[config.mk]
export PLATFORM = sky130hd
export DESIGN_NAME = axi_ready_sched
export DESIGN_NICKNAME = d
export VERILOG_FILES = /design/src/rtl/axi_ready_pkg.sv /design/src/rtl/axi_ready_lfsr.sv /design/src/rtl/axi_ready_sched.sv
export SDC_FILE = /design/constraint.sdc
export NUM_CORES = 1
export LEC_CHECK = 0
export BUFFER_PORTS_ARGS = -buffer_cell sky130_fd_sc_hd__clkbuf_2
export CORE_MARGIN = 10
export CORE_UTILIZATION = 40
export DETAILED_ROUTE_END_ITERATION = 12
export HOLD_SLACK_MARGIN = 0.06
export SLEW_MARGIN = 25
export SYNTH_ARGS = -nofsm -noshare
export SYNTH_HDL_FRONTEND = slang
export SYNTH_SLANG_ARGS = --single-unit
[constraint.sdc]
create_clock -name aclk -period 3.91 [get_ports aclk]
set_clock_uncertainty 0.05 [all_clocks]
set_input_delay 0.1955 -clock aclk [delete_from_list [all_inputs] [get_ports aclk]]
set_output_delay 0.1955 -clock aclk [all_outputs]
set_load 0.005 [all_outputs]
[src/rtl/axi_ready_pkg.sv]
// Shared types and constants for the AXI READY back-pressure scheduler.
package axi_ready_pkg;

  typedef enum logic [1:0] {
    POL_NO_BACKPRESSURE = 2'd0,
    POL_OSC             = 2'd1,
    POL_SINGLE_LOW      = 2'd2,
    POL_RANDOM          = 2'd3
  } ready_policy_t;

  // Galois form of x^16 + x^14 + x^13 + x^11 + 1 for a right-shifting register
  localparam logic [15:0] LFSR_TAPS       = 16'hB400;
  localparam int unsigned DEFAULT_MAX_LOW = 16;

  function automatic logic [15:0] lfsr_step(input logic [15:0] v);
    return v[0] ? ((v >> 1) ^ LFSR_TAPS) : (v >> 1);
  endfunction

endpackage

[src/rtl/axi_ready_lfsr.sv]
// 16-bit Galois LFSR, seeded on reset and stepped when advance is high.
module axi_ready_lfsr
  import axi_ready_pkg::*;
(
  input  logic        aclk,
  input  logic        reset,
  input  logic [15:0] seed,
  input  logic        advance,
  output logic [15:0] value
);

  logic [15:0] value_q;
  logic [15:0] value_d;

  always_comb begin
    value_d = value_q;
    if (advance) value_d = lfsr_step(value_q);
  end

  always_ff @(posedge aclk) begin
    if (reset) value_q <= seed;
    else       value_q <= value_d;
  end

  assign value = value_q;

endmodule

[src/rtl/axi_ready_sched.sv]
// Registered READY generator with selectable back-pressure policies and a
// saturating handshake counter.
module axi_ready_sched
  import axi_ready_pkg::*;
#(
  parameter logic [15:0] LFSR_SEED = 16'hACE1,
  parameter int unsigned MAX_LOW   = DEFAULT_MAX_LOW
) (
  input  logic        aclk,
  input  logic        reset,
  input  logic        cfg_load,
  input  logic [1:0]  cfg_policy,
  input  logic [7:0]  cfg_high_time,
  input  logic [7:0]  cfg_low_time,
  input  logic [7:0]  cfg_prob,
  input  logic        valid,
  output logic        ready,
  output logic [15:0] xfer_cnt,
  output logic [1:0]  policy_active
);

  localparam logic [16:0] MAX_LOW_W = 17'(MAX_LOW);

  ready_policy_t policy_q, policy_d;
  logic [7:0]    high_q, high_d;
  logic [7:0]    low_q, low_d;
  logic [7:0]    prob_q, prob_d;
  logic [7:0]    phase_q, phase_d;
  logic [15:0]   wdog_q, wdog_d;
  logic [15:0]   xfer_q, xfer_d;
  logic          ready_q, ready_d;

  logic          hs;
  logic [7:0]    high_eff;
  logic [8:0]    phase_inc;
  logic [16:0]   wdog_inc;
  logic          low_done;
  logic          rnd_hit;
  logic [15:0]   lfsr_val;
  logic          lfsr_adv;

  axi_ready_lfsr u_lfsr (
    .aclk    (aclk),
    .reset   (reset),
    .seed    (LFSR_SEED),
    .advance (lfsr_adv),
    .value   (lfsr_val)
  );

  always_comb begin
    hs        = valid && ready_q;
    high_eff  = (high_q == '0) ? 8'd1 : high_q;
    phase_inc = {1'b0, phase_q} + 9'd1;
    wdog_inc  = {1'b0, wdog_q} + 17'd1;
    low_done  = phase_inc >= {1'b0, low_q};
    // Threshold is applied to the LFSR value that will be current next cycle
    rnd_hit   = (lfsr_step(lfsr_val) & 16'h00FF) <= {8'h00, (cfg_load ? cfg_prob : prob_q)};

    xfer_d   = (hs && (xfer_q != '1)) ? xfer_q + 16'd1 : xfer_q;
    policy_d = policy_q;
    high_d   = high_q;
    low_d    = low_q;
    prob_d   = prob_q;
    phase_d  = phase_q;
    wdog_d   = '0;
    ready_d  = 1'b1;

    if (cfg_load) begin
      policy_d = ready_policy_t'(cfg_policy);
      high_d   = cfg_high_time;
      low_d    = cfg_low_time;
      prob_d   = cfg_prob;
      phase_d  = '0;
      ready_d  = (policy_d == POL_RANDOM) ? rnd_hit : 1'b1;
    end else begin
      unique case (policy_q)
        POL_NO_BACKPRESSURE: ready_d = 1'b1;
        POL_OSC: begin
          if (low_q == '0) begin
            phase_d = '0;
          end else if (ready_q) begin
            if (phase_inc >= {1'b0, high_eff}) begin
              ready_d = 1'b0;
              phase_d = '0;
            end else begin
              phase_d = phase_inc[7:0];
            end
          end else if (low_done) begin
            phase_d = '0;
          end else begin
            ready_d = 1'b0;
            phase_d = phase_inc[7:0];
          end
        end
        POL_SINGLE_LOW: begin
          if (ready_q) begin
            if (hs && (low_q != '0)) begin
              ready_d = 1'b0;
              phase_d = '0;
            end
          end else if (low_done) begin
            phase_d = '0;
          end else begin
            ready_d = 1'b0;
            phase_d = phase_inc[7:0];
          end
        end
        POL_RANDOM: begin
          // wdog_q holds the low cycles already completed before this one
          ready_d = rnd_hit || (!ready_q && (wdog_inc >= MAX_LOW_W));
          wdog_d  = (ready_d || ready_q) ? '0 : wdog_inc[15:0];
        end
        default: ready_d = 1'b1;
      endcase
    end
  end

  assign lfsr_adv = (policy_d == POL_RANDOM);

  always_ff @(posedge aclk) begin
    if (reset) begin
      policy_q <= POL_NO_BACKPRESSURE;
      high_q   <= '0;
      low_q    <= '0;
      prob_q   <= '0;
      phase_q  <= '0;
      wdog_q   <= '0;
      xfer_q   <= '0;
      ready_q  <= 1'b0;
    end else begin
      policy_q <= policy_d;
      high_q   <= high_d;
      low_q    <= low_d;
      prob_q   <= prob_d;
      phase_q  <= phase_d;
      wdog_q   <= wdog_d;
      xfer_q   <= xfer_d;
      ready_q  <= ready_d;
    end
  end

  assign ready         = ready_q;
  assign xfer_cnt      = xfer_q;
  assign policy_active = policy_q;

endmodule
======== Word level (Yosys, flattened, before mapping) ========
Cells that the tools add are included.
word-level totals
  bits of input ports ..................... 30
  register bits after elaboration ......... 83
cells by class
  reduce and logical (&&, ||, !) cells .... 15
  add/sub/neg operators ................... 3
  bitwise operators ....................... 2
  order comparisons ....................... 4
  multiplexer cells ....................... 20
  eq/ne operators ......................... 7
operators with widths
  cell                   number
  $mux 8                 8
  $ge 9x8->1             2
  $add 16x1->17 const B  1
  $ge 17x5->1 const B    1
  $add 16x1->16 const B  1
  $logic_not 8->1        2
  $mux 16                1
  $ne 16x16->1 const B   1
  $pmux 8 s2             1
  $add 8x1->9 const B    1
  $eq 2x2->1 const B     4
  $le 8x8->1             1
  $mux 1                 8
  $reduce_bool 8->1      1
  $logic_and 1x1->1      4
  $not 3->4              1
  $pmux 1 s4             1
  $reduce_or 4->1        1
  $ne 3x3->1 const B     1
  $eq 2x1->1 const B     1
  $logic_not 2->1        1
  $logic_or 1x1->1       2
  $mux 2                 1
  $reduce_and 2->1       1
  other kinds (4)        4

======== Logic depth before layout (Yosys ltp) ========
Gate-level depths: netlist (run 1).
  word-level depth ........................ 8
  mapped depth ............................ 11

======== Cells and area by module ========
Synthesis (run 1) repeated with hierarchy kept, for this count alone.
unflattened totals
  cells, all modules ...................... 430
  area, all modules ....................... 4245.3 sq um
by module, submodules not included
  module           instances  area an instance (sq um)  cells an instance  sequential area each (sq um)
  axi_ready_sched  1          3488.3                    389                1341.3
  axi_ready_lfsr   1          757.0                     41                 480.5

======== Worst setup path after synthesis (run 1) ========
OpenSTA, ideal clock, no wires.
  path kind ............................... reg2reg
  from .................................... register phase_q[0]
  to ...................................... register ready_q, in the netlist ready
  cell stages (with the launch flop) ...... 12
  arrival time ............................ 2.607 ns
  required time ........................... 3.726 ns
  setup time .............................. 0.134 ns
  period minus slack after synthesis ...... 2.791 ns
  path slack .............................. 1.119 ns
  cell sequence ........................... dfxtp_1 > ha_1 > nand4_1 > and2_1 > or2_2 > ha_1 > a21oi_1 > o221ai_1 > a211oi_2 > or4b_1 > o311ai_1 > or4_1
on the way
  longest elaborated chain between the ends .. 7
  elaborated cells on any way between the ends .. 10
ends and longest elaborated chain
  what                                  line                                                                  source
  from (decl)                           axi_ready_sched.sv:28                                                 logic [7:0] phase_q, phase_d;
  from (signal assigned)                axi_ready_sched.sv:135                                                phase_q <= phase_d;
  $add 8x1->9 (*)                       axi_ready_sched.sv:53                                                 phase_inc = {1'b0, phase_q} + 9'd1;
  $ge 9x8->1, on equally long branches  axi_ready_sched.sv:55, axi_ready_sched.sv:82
  $mux 1, on equally long branches      axi_ready_sched.sv:88, axi_ready_sched.sv:101, axi_ready_sched.sv:82
  $mux 1                                axi_ready_sched.sv:81                                                 end else if (ready_q) begin
  $mux 1                                axi_ready_sched.sv:79                                                 if (low_q == '0) begin
  $pmux 1 s4 (*)                        axi_ready_sched.sv:76                                                 unique case (policy_q)
  $mux 1 (*)                            axi_ready_sched.sv:68                                                 if (cfg_load) begin
  to (signal assigned)                  axi_ready_sched.sv:138                                                ready_q <= ready_d;
  to (decl)                             axi_ready_sched.sv:31                                                 logic ready_q, ready_d;
Mark *: on every way between the ends. The rest lies on a longest branch, timed or not.
A chain may end at the register's enable or synchronous reset.

======== Final worst setup path (run 1) ========
Ends and elaborated chain as after synthesis.

==> results of run 1 <==
-- per-layer routing --
layer / part of all wire [%] / global-route usage (%) / vias to the layer above
met4: 1.0 / 3.47 / 0
li1: - / - / 1758
met2: 46 / 20.6 / 87
met3: 6.6 / 4.65 / 9
met5: 0 / 0 / -
met1: 47 / 15.8 / 1586
-- cell type report --
class / count / area, um2 / share of cell area (%)
flip-flops and latches: 83 / 1660 / 34.6
repair buffers: 67 / 423 / 8.82
well taps: 133 / 166 / 3.47
clock inverters: 7 / 58.8 / 1.23
clock buffers: 9 / 124 / 2.58
inverters: 22 / 82.6 / 1.72
diodes: 1 / 2.50 / 0.0522
multi-input cells: 349 / 2280 / 47.5
-- per-stage QoR --
stage	cell area [um2]	util, %
after floorplan	4090	-
after global placement	4450	45.3
after detailed placement	4450	45.3
after CTS	4790	48.8
after global routing	4800	48.8
final	4800	48.8
-- registers in the layout, summed over array words and instances (netlist names) --
signal	count
high_q	8
low_q	8
phase_q	8
policy_active	2
prob_q	8
ready	1
u_lfsr.value	16
wdog_q	16
xfer_cnt	16
-- power groups by stage --
stage	Sequential, mW	Combinational, mW	Clock (mW)
floorplan	0.918	0.134	0
global placement	0.927	0.180	0
detailed placement	0.928	0.185	0
CTS	0.908	0.198	0.603
global route	0.914	0.224	0.637
finish	0.908	0.198	0.576
-- worst max path at each step --
stage                       endpoint  slack (ns)  cells past startpoint
floorplan           ready$_SDFF_PP0_        1.12                     11
global placement    ready$_SDFF_PP0_        0.97                     11
detailed placement  ready$_SDFF_PP0_        0.86                     11
CTS                 ready$_SDFF_PP0_        0.84                     11
global route        ready$_SDFF_PP0_        0.70                     11
finish              ready$_SDFF_PP0_        0.83                     11
-- critical path: cells and delay by family, from the launching register on --
family	cells	cell delay, ns
AND/OR/NAND/NOR	5	1.27
AO/OA/AOI/OAI	4	0.65
adder cells (fa/ha/maj)	2	0.54
flip-flops	1	0.45
-- cells in the final DEF (no fill, tap or decap), types with 6 or more instances in the layout --
cell,n
dfxtp_1,83
nor2_1,65
clkbuf_2,48
nand2_1,45
mux2i_1,28
ha_1,27
a21oi_1,24
inv_1,22
dlygate4sd3_1,16
nand4_1,14
nand3_1,14
xor2_1,13
conb_1,12
clkbuf_8,9
and2_1,7
nand3b_1,7
nor3_1,6
and4_1,6
-- kinds of logic (layout without fill, tap and decap cells) --
| family | Yosys count | in the layout | synth area share, % |
|---|---|---|---|
| AO/OA/AOI/OAI | 70 | 70 | 12.0 |
| XOR/XNOR | 18 | 18 | 3.90 |
| adder cells (fa/ha/maj) | 27 | 27 | 8.35 |
| buffers and inverters | 38 | 105 | 3.68 |
| flip-flops | 83 | 83 | 41.1 |
| multiplexers | 30 | 30 | 7.48 |
| other | 1 | 13 | 0.0927 |
| AND/OR/NAND/NOR | 192 | 192 | 23.4 |
==> run_results.csv, run 1 <==
group,metric,value,unit
sta,setup-violations-final,0,
sta,drv_slew,0,
placed_design,io_buffers,48,
worst_setup_path,worst-setup-path-type,"flip-flop to flip-flop",
detailed_routing,drt_pre_antenna_iters,4,
synth,synthTopCellsByArea,"dfxtp_1, ha_1, mux2i_1",
synth,synth.most_common_cell,"dfxtp_1",
cts,cts-resized-gates,0,
grt,grt_overflow_total,0,
floorplan,die_x,121,um
synth,syn_avg_cell_area,8.82,um2
detailed_routing,antenna_left,0,
pwr,power_frac_seq,54.0,%
synth,synth-edff-count,0,
floorplan,pin_count,49,
worst_setup_path,slowest_stage,"or4_1",
worst_setup_path,ff2ff_setup_slack,0.83,ns
synth,synth_cells,459,
cells_and_area,syn2layout_area_growth,18.5,%
cells_and_area,fin_cells,671,
detailed_routing,drcViolationCount,0,
cts,post_cts_buffers,0,
cells_and_area,drive_above_1_share,14.9,%
cts,cts_tree,"done",
cts,htreeDepth,3,
synth,async_flop_share,0,%
placed_design,placed_cells,638,
cells_and_area,fill_cells,968,
sta,tightestPinTransition,0.617,ns
grt,antenna_found_initial,1,
pwr,p_comb_share,11.8,%
floorplan,die_y,121,um
cts,clock-root-buffer,"clkbuf_8",
synth,ys_ff_latch,83,
flow_run,drv_cap,0,
sta,min_period,3.08,ns
cts,clk_path_buf_depth,2,
detailed_routing,via_count,3440,
cts,clkTransAtPathRegs,0.09,ns
worst_setup_path,cp-end-kind,"flip-flop",
grt,grt_usage,12.8,%
pwr,p_per_area,351,nW/um2
grt,grt_pass1_wl,15600,um
worst_hold_path,min_path_type,"input pin to flip-flop",
pwr,p_sw,470,uW
cts,clkLatencyLatePin,0.36,ns
pwr,clkPwrFrac,34.2,%
sta,fmax,325,MHz
sta,fin_crit_sh,78.7,%
worst_setup_path,worstRegToRegCells,11,
sta,hold_violations,0,
worst_setup_path,crit_chain,"ha_1 -> nand4_1 -> and2_1 -> or2_2 -> ha_1 -> a21oi_1 -> o221ai_1 -> a211oi_2 -> or4b_1 -> o311ai_1 -> or4_1",
sta,rsz0062_at_grt,"false",
floorplan,start_util,41.2,%
grt,grt_pass1_vias,3253,
outcome,status,"complete, no violations",
synth,seq_area_frac_synth,41.1,%
cts,cts_sinks,83,
cts,cts_made_buffers,9,
sta,slew_headroom,58.9,%
floorplan,core.rowCount,36,
pwr,peakVddDrop,0.189,mV
worst_setup_path,r2r-start,"phase_q[0]$_SDFFE_PP0P_",
detailed_routing,drt_wl_total,9120,um
detailed_routing,avgViaCountPerCell,5.13,
sta,fin_hold_ws,0.0736,ns
cts,ctsHoldBuffers,16,
placed_design,gp_congestion,0.862,
worst_hold_path,worstHoldPathCells,3,
pwr,p_int,1.21,mW
synth,synthFlopType,"dfxtp_1",
pwr,finalPower,1.68,mW
floorplan,dieArea,14500,um2
pwr,power.leakage,2.07,nW
worst_setup_path,worst_setup_path_start_kind,"flip-flop",
worst_setup_path,cp.required,4.09,ns
worst_setup_path,cpMostUsedCell,"ha_1",
sta,postLayoutSetupSlackWorst,0.834,ns
synth,synth_area,4050,um2
worst_setup_path,worstReg2RegEnd,"ready$_SDFF_PP0_",
placed_design,place_worst_setup_slack,0.862,ns
worst_setup_path,critical_path.max_fanout,7,
placed_design,hpwl,6710,um
sta,tns,0,ns
floorplan,fp.coreArea,9820,um2
cells_and_area,fin_nets,589,
worst_setup_path,worstPathArrival,3.26,ns
worst_hold_path,hold_start,"cfg_prob[7]",
detailed_routing,first_iter_violations,193,
worst_setup_path,cp-startpoint,"phase_q[0]$_SDFFE_PP0P_",
synth,yosys.area.top_type,"dfxtp_1",
detailed_routing,wl_per_cell,13.6,um
synth,yosysUniqueCellTypes,55,
worst_hold_path,holdPathEnd,"prob_q[7]$_SDFF_PP0_",
pwr,swShare,27.9,%
synth,netlist_top_cells_count,"dfxtp_1, nor2_1, nand2_1",
grt,grt_max_degree,61,
synth,yosys_warnings,0,
worst_setup_path,max_stage_delay,0.48,ns
synth,synth_top_area_share,41.1,%
Note: power is estimated with default switching activity, not from simulation.
==> run 2, diff against run 1 <==
Clock period 3.91 ns to 2.7 ns, I/O delays scaled along.
==> run 2 against run 1 <==
  * Register-to-register slack worse by 0.80 ns
  * Sequential share of layout area down 2.1 points
  * Wire length up 6.2%
  * Global-route usage up 0.76 points
  * First-iteration DRC count down 13%
  * Non-clock buffer count up 20
  * Critical path depth unchanged
  * Power up 56%
  * Critical path type unchanged
  * Largest power group unchanged
  * Via count up 1.6%
  * Die area unchanged
  * Core utilization up 3.2 points
==> run_results.csv, run 2 (synthesis results as in run 1) <==
group,metric,value,unit
outcome,status,"complete, no violations",
cells_and_area,antennaDiodeCount,0,
cells_and_area,final_cell_mix,"dfxtp_1, nor2_1, clkbuf_2",
grt,grt_overflow_total,0,
floorplan,pin_count,49,
worst_setup_path,worst-setup-path-type,"flip-flop to flip-flop",
detailed_routing,drcViolationCount,0,
detailed_routing,first_iter_violations,168,
worst_setup_path,worst_setup_path_start_kind,"flip-flop",
worst_setup_path,max_stage_delay,0.50,ns
cts,cts_made_buffers,9,
detailed_routing,wl_per_cell,14.1,um
sta,fmax,375,MHz
sta,setup-violations-final,0,
placed_design,place_worst_setup_slack,-0.128,ns
grt,grt_pass1_vias,3385,
flow_run,drv_cap,0,
cts,clock-root-buffer,"clkbuf_8",
pwr,power.leakage,2.20,nW
worst_setup_path,r2r-start,"phase_q[0]$_SDFFE_PP0P_",
grt,antenna_found_initial,0,
worst_setup_path,worstRegToRegCells,11,
cts,htreeDepth,3,
worst_setup_path,crit_chain,"buf_6 -> nand4_1 -> nor2_1 -> xor2_1 -> buf_4 -> ha_1 -> nand3_1 -> or3_4 -> nand2_1 -> a2111oi_1 -> or4_1",
placed_design,gp_congestion,0.861,
floorplan,dieArea,14500,um2
sta,min_period,2.67,ns
floorplan,fp.coreArea,9820,um2
sta,slew_headroom,59.2,%
cells_and_area,syn2layout_area_growth,26.3,%
worst_setup_path,critical_path.max_fanout,6,
sta,tightestPinTransition,0.612,ns
sta,drv_slew,0,
detailed_routing,avgViaCountPerCell,5.08,
floorplan,core.rowCount,36,
cells_and_area,fin_nets,609,
worst_hold_path,min_path_type,"input pin to flip-flop",
pwr,p_per_area,512,nW/um2
grt,grt_max_degree,61,
worst_setup_path,cp.required,2.88,ns
sta,postLayoutSetupSlackWorst,0.0309,ns
detailed_routing,drt_pre_antenna_iters,4,
grt,grt_pass1_wl,16400,um
cells_and_area,drive_above_1_share,18.4,%
cts,cts_sinks,83,
worst_setup_path,worstReg2RegEnd,"ready$_SDFF_PP0_",
worst_hold_path,holdPathEnd,"prob_q[0]$_SDFF_PP0_",
worst_setup_path,ff2ff_setup_slack,0.03,ns
cells_and_area,layout_commonest_cell,"dfxtp_1",
cts,clkLatencyLatePin,0.35,ns
cts,clk_path_buf_depth,2,
placed_design,hpwl,6880,um
cts,clkTransAtPathRegs,0.08,ns
sta,hold_violations,0,
worst_setup_path,worstPathArrival,2.85,ns
floorplan,die_x,121,um
grt,grt_usage,13.6,%
cts,cts_tree,"done",
detailed_routing,via_count,3494,
detailed_routing,antenna_left,0,
sta,rsz0062_at_grt,"true",
floorplan,die_y,121,um
sta,fin_crit_sh,98.9,%
worst_hold_path,worstHoldPathCells,3,
detailed_routing,drt_wl_total,9680,um
floorplan,start_util,41.2,%
pwr,peakVddDrop,0.296,mV
placed_design,io_buffers,48,
worst_hold_path,hold_start,"cfg_prob[0]",
cells_and_area,final_util,52.0,%
worst_setup_path,slowest_stage,"or4_1",
worst_setup_path,cp-end-kind,"flip-flop",
## run 2: cell types whose count changed in the layout (fill, tap and decap cells not counted), sizes merged, moves of 2 or more
cell and delta:
clkbuf +3, buf +11, clkinv -2, inv -4, dlygate4sd3 +9, bufinv +2
## run 2: where the power goes
group	internal (mW)	total (mW)	switching, mW
logic	0.154	0.318	0.164
registers	1.27	1.32	0.0421
clock network	0.562	0.982	0.419
total	1.99	2.61	0.626
## run 2: per-layer routing
metal,wire length (um),up-vias,GRT usage (%)
met3,337,9,2.51
met1,4580,1634,17.3
met2,4650,62,21.9
met5,0,-,0
met4,114,0,5.81
li1,-,1789,-
## run 2: layout make-up
| cell class | count | area, um2 |
|---|---|---|
| repair buffers | 87 | 599 |
| inverters | 22 | 82.6 |
| clock buffers | 12 | 155 |
| flip-flops and latches | 83 | 1660 |
| fillers | 953 | 4710 |
| multi-input cells | 349 | 2380 |
| well taps | 133 | 166 |
| clock inverters | 2 | 60.1 |
## run 2: critical path, delay by kind of cell, from the launching register on
kind / cells / cell delay, ns
DFF: 1 / 0.36
buffers and inverters: 2 / 0.29
adders and majority gates: 1 / 0.28
xor gates and xnor gates: 1 / 0.11
AOI/OAI and AO/OA: 1 / 0.07
and+or+nand+nor: 6 / 1.40
## run 2: how the worst max path moves through the flow
stage | startpoint | to | cells past startpoint
after floorplan | phase_q[0]$_SDFFE_PP0P_ | ready$_SDFF_PP0_ | 11
after global placement | phase_q[1]$_SDFFE_PP0P_ | ready$_SDFF_PP0_ | 11
after detailed placement | phase_q[1]$_SDFFE_PP0P_ | ready$_SDFF_PP0_ | 11
after CTS | phase_q[1]$_SDFFE_PP0P_ | ready$_SDFF_PP0_ | 11
after global routing | phase_q[0]$_SDFFE_PP0P_ | ready$_SDFF_PP0_ | 10
final | phase_q[0]$_SDFFE_PP0P_ | ready$_SDFF_PP0_ | 11
## run 2: stage by stage
stage	hold WS, ns	cells	total power [mW]	setup TNS, ns	area (um2)
5_1_grt	0.136	688	2.75	-0.152	5110
6_report	0.119	688	2.61	0	5110
4_1_cts	0.101	688	2.64	0	5070
3_3_place_gp	0.324	648	1.61	-0.137	4530
3_5_place_dp	0.333	648	1.61	-0.487	4530
2_1_floorplan	0.232	470	1.52	0	4090
## run 2: what timing repair did
item,in CTS,in global routing
pin swaps,10,4
gates resized for setup,12,7
hold buffers,25,0
endpoints found under the hold margin,25,0
setup buffers,1,0
endpoints found under the setup margin,9,9
==> run 3, diff against run 2 <==
Clock period 2.7 ns to 3 ns, I/O delays scaled along.
==> run 3 against run 2 <==
  * Final area down 2.8%
  * Critical path type unchanged
  * Critical path depth down 1
  * Clock power down 9.9%
  * Largest cell class unchanged
==> run_results.csv, run 3 (synthesis results as in run 1) <==
group,metric,value,unit
placed_design,hpwl,6860,um
placed_design,gp_congestion,0.841,
cts,clk_path_buf_depth,2,
pwr,p_per_area,470,nW/um2
cts,cts_sinks,83,
pwr,power.leakage,2.14,nW
floorplan,fp.coreArea,9820,um2
detailed_routing,wl_per_cell,13.9,um
worst_setup_path,cp-startpoint,"phase_q[1]$_SDFFE_PP0P_",
sta,min_period,2.79,ns
floorplan,dieArea,14500,um2
sta,hold_violations,0,
floorplan,core.rowCount,36,
worst_setup_path,worst-setup-path-type,"flip-flop to flip-flop",
floorplan,die_x,121,um
cts,htreeDepth,3,
sta,tightestPinTransition,0.652,ns
cts,cts_made_buffers,9,
cts,cts_tree,"done",
grt,grt_max_degree,61,
sta,fmax,359,MHz
detailed_routing,first_iter_violations,198,
sta,rsz0062_at_grt,"false",
grt,grt_pass1_vias,3502,
flow_run,drv_cap,0,
detailed_routing,antenna_left,0,
grt,grt_usage,13.4,%
detailed_routing,drt_wl_total,9500,um
sta,fin_crit_sh,92.9,%
cells_and_area,final_util,50.6,%
placed_design,io_buffers,48,
grt,grt_overflow_total,0,
cells_and_area,fin_nets,601,
floorplan,die_y,121,um
floorplan,start_util,41.2,%
worst_setup_path,worst_setup_path_start_kind,"flip-flop",
cells_and_area,drive_above_1_share,16.4,%
worst_setup_path,endpoint,"phase_q[3]$_SDFFE_PP0P_",
pwr,peakVddDrop,0.259,mV
worst_setup_path,worstReg2RegEnd,"phase_q[3]$_SDFFE_PP0P_",
worst_setup_path,worstRegToRegCells,10,
cts,clkTransAtPathRegs,0.08,ns
sta,tns,0,ns
worst_setup_path,cp-end-kind,"flip-flop",
cells_and_area,final_cell_mix,"dfxtp_1, nor2_1, clkbuf_2",
outcome,status,"complete, no violations",
grt,grt_pass1_wl,16300,um
cells_and_area,antennaDiodeCount,0,
grt,antenna_found_initial,0,
cts,clkLatencyLatePin,0.36,ns
worst_setup_path,ff2ff_setup_slack,0.21,ns
worst_hold_path,min_path_type,"input pin to flip-flop",
worst_setup_path,worstPathArrival,2.97,ns
worst_setup_path,r2r-start,"phase_q[1]$_SDFFE_PP0P_",
cts,clock-root-buffer,"clkbuf_8",
sta,drv_slew,0,
sta,slew_headroom,56.5,%
cells_and_area,syn2layout_area_growth,22.8,%
cells_and_area,layout_commonest_cell,"dfxtp_1",
worst_setup_path,cp.required,3.19,ns
worst_setup_path,critical_path.max_fanout,8,
detailed_routing,via_count,3460,
detailed_routing,drcViolationCount,0,
sta,setup-violations-final,0,
detailed_routing,avgViaCountPerCell,5.07,
detailed_routing,drt_pre_antenna_iters,4,
floorplan,pin_count,49,
[run 3: changes by cell type in the layout (fill, tap and decap cells not counted), sizes merged]
| cell | before | now |
|---|---|---|
| clkinvlp | 0 | 1 |
| clkinv | 0 | 3 |
| clkbuf | 60 | 57 |
| inv | 22 | 23 |
| buf | 14 | 6 |
[run 3: metrics by stage]
step | hold WS [ns] | total power, mW | setup slack [ns] | cells | area, um2
final | 0.126 | 2.34 | 0.212 | 682 | 4970
after global routing | 0.140 | 2.45 | 0.0599 | 682 | 4970
after CTS | 0.118 | 2.36 | 0.0170 | 681 | 4930
after detailed placement | 0.340 | 1.45 | 0.0235 | 640 | 4470
after global placement | 0.336 | 1.44 | 0.127 | 640 | 4470
after floorplan | 0.247 | 1.37 | 0.209 | 470 | 4090
[run 3: cell type report]
type | instances | area, um2
multi-input combinational | 349 | 2300
clock inverter | 7 | 91.3
inverter | 22 | 82.6
fill | 974 | 4850
tap | 133 | 166
sequential | 83 | 1670
clock buffer | 9 | 124
timing repair buffer | 79 | 536
[run 3: report_power, final]
group / total [mW] / leakage [nW] / internal [mW] / switching, mW
registers: 1.18 / 0.683 / 1.14 / 0.0373
clock network: 0.885 / 0.109 / 0.468 / 0.417
logic: 0.269 / 1.35 / 0.127 / 0.142
total: 2.34 / 2.14 / 1.74 / 0.596
[run 3: routing by layer]
layer  share of wire [%]  global-route usage (%)
met1                  48                    16.3
met2                  47                    22.4
met3                 3.7                    3.40
met4                 1.1                    4.68
met5                   0                       0
[run 3: critical path, stage by stage (launching register included)]
cell and delay (ns):
dfxtp_4 0.38, ha_4 0.15, nand4_1 0.11, and2_1 0.19
or2_2 0.31, ha_1 0.30, nand3_1 0.09, or3_1 0.42
a41o_1 0.37, a32oi_1 0.25, nor2_1 0.06
[run 3: what timing repair did]
| action | in CTS | in global routing |
|---|---|---|
| endpoints found under the setup margin | 0 | 9 |
| hold buffers | 25 | 0 |
| hold endpoints to repair | 25 | 0 |
| buffers inserted | 0 | 1 |
| resized for setup | 0 | 9 |
[run 3: worst min path at each step]
stage / start / end / cells after the start
2_1_floorplan: cfg_high_time[1] / high_q[1]$_SDFFE_PP0P_ / 2
3_3_place_gp: cfg_high_time[2] / high_q[2]$_SDFFE_PP0P_ / 3
3_5_place_dp: cfg_low_time[0] / low_q[0]$_SDFFE_PP0P_ / 3
4_1_cts: cfg_prob[0] / prob_q[0]$_SDFF_PP0_ / 3
5_1_grt: cfg_prob[0] / prob_q[0]$_SDFF_PP0_ / 3
6_report: cfg_prob[0] / prob_q[0]$_SDFF_PP0_ / 3
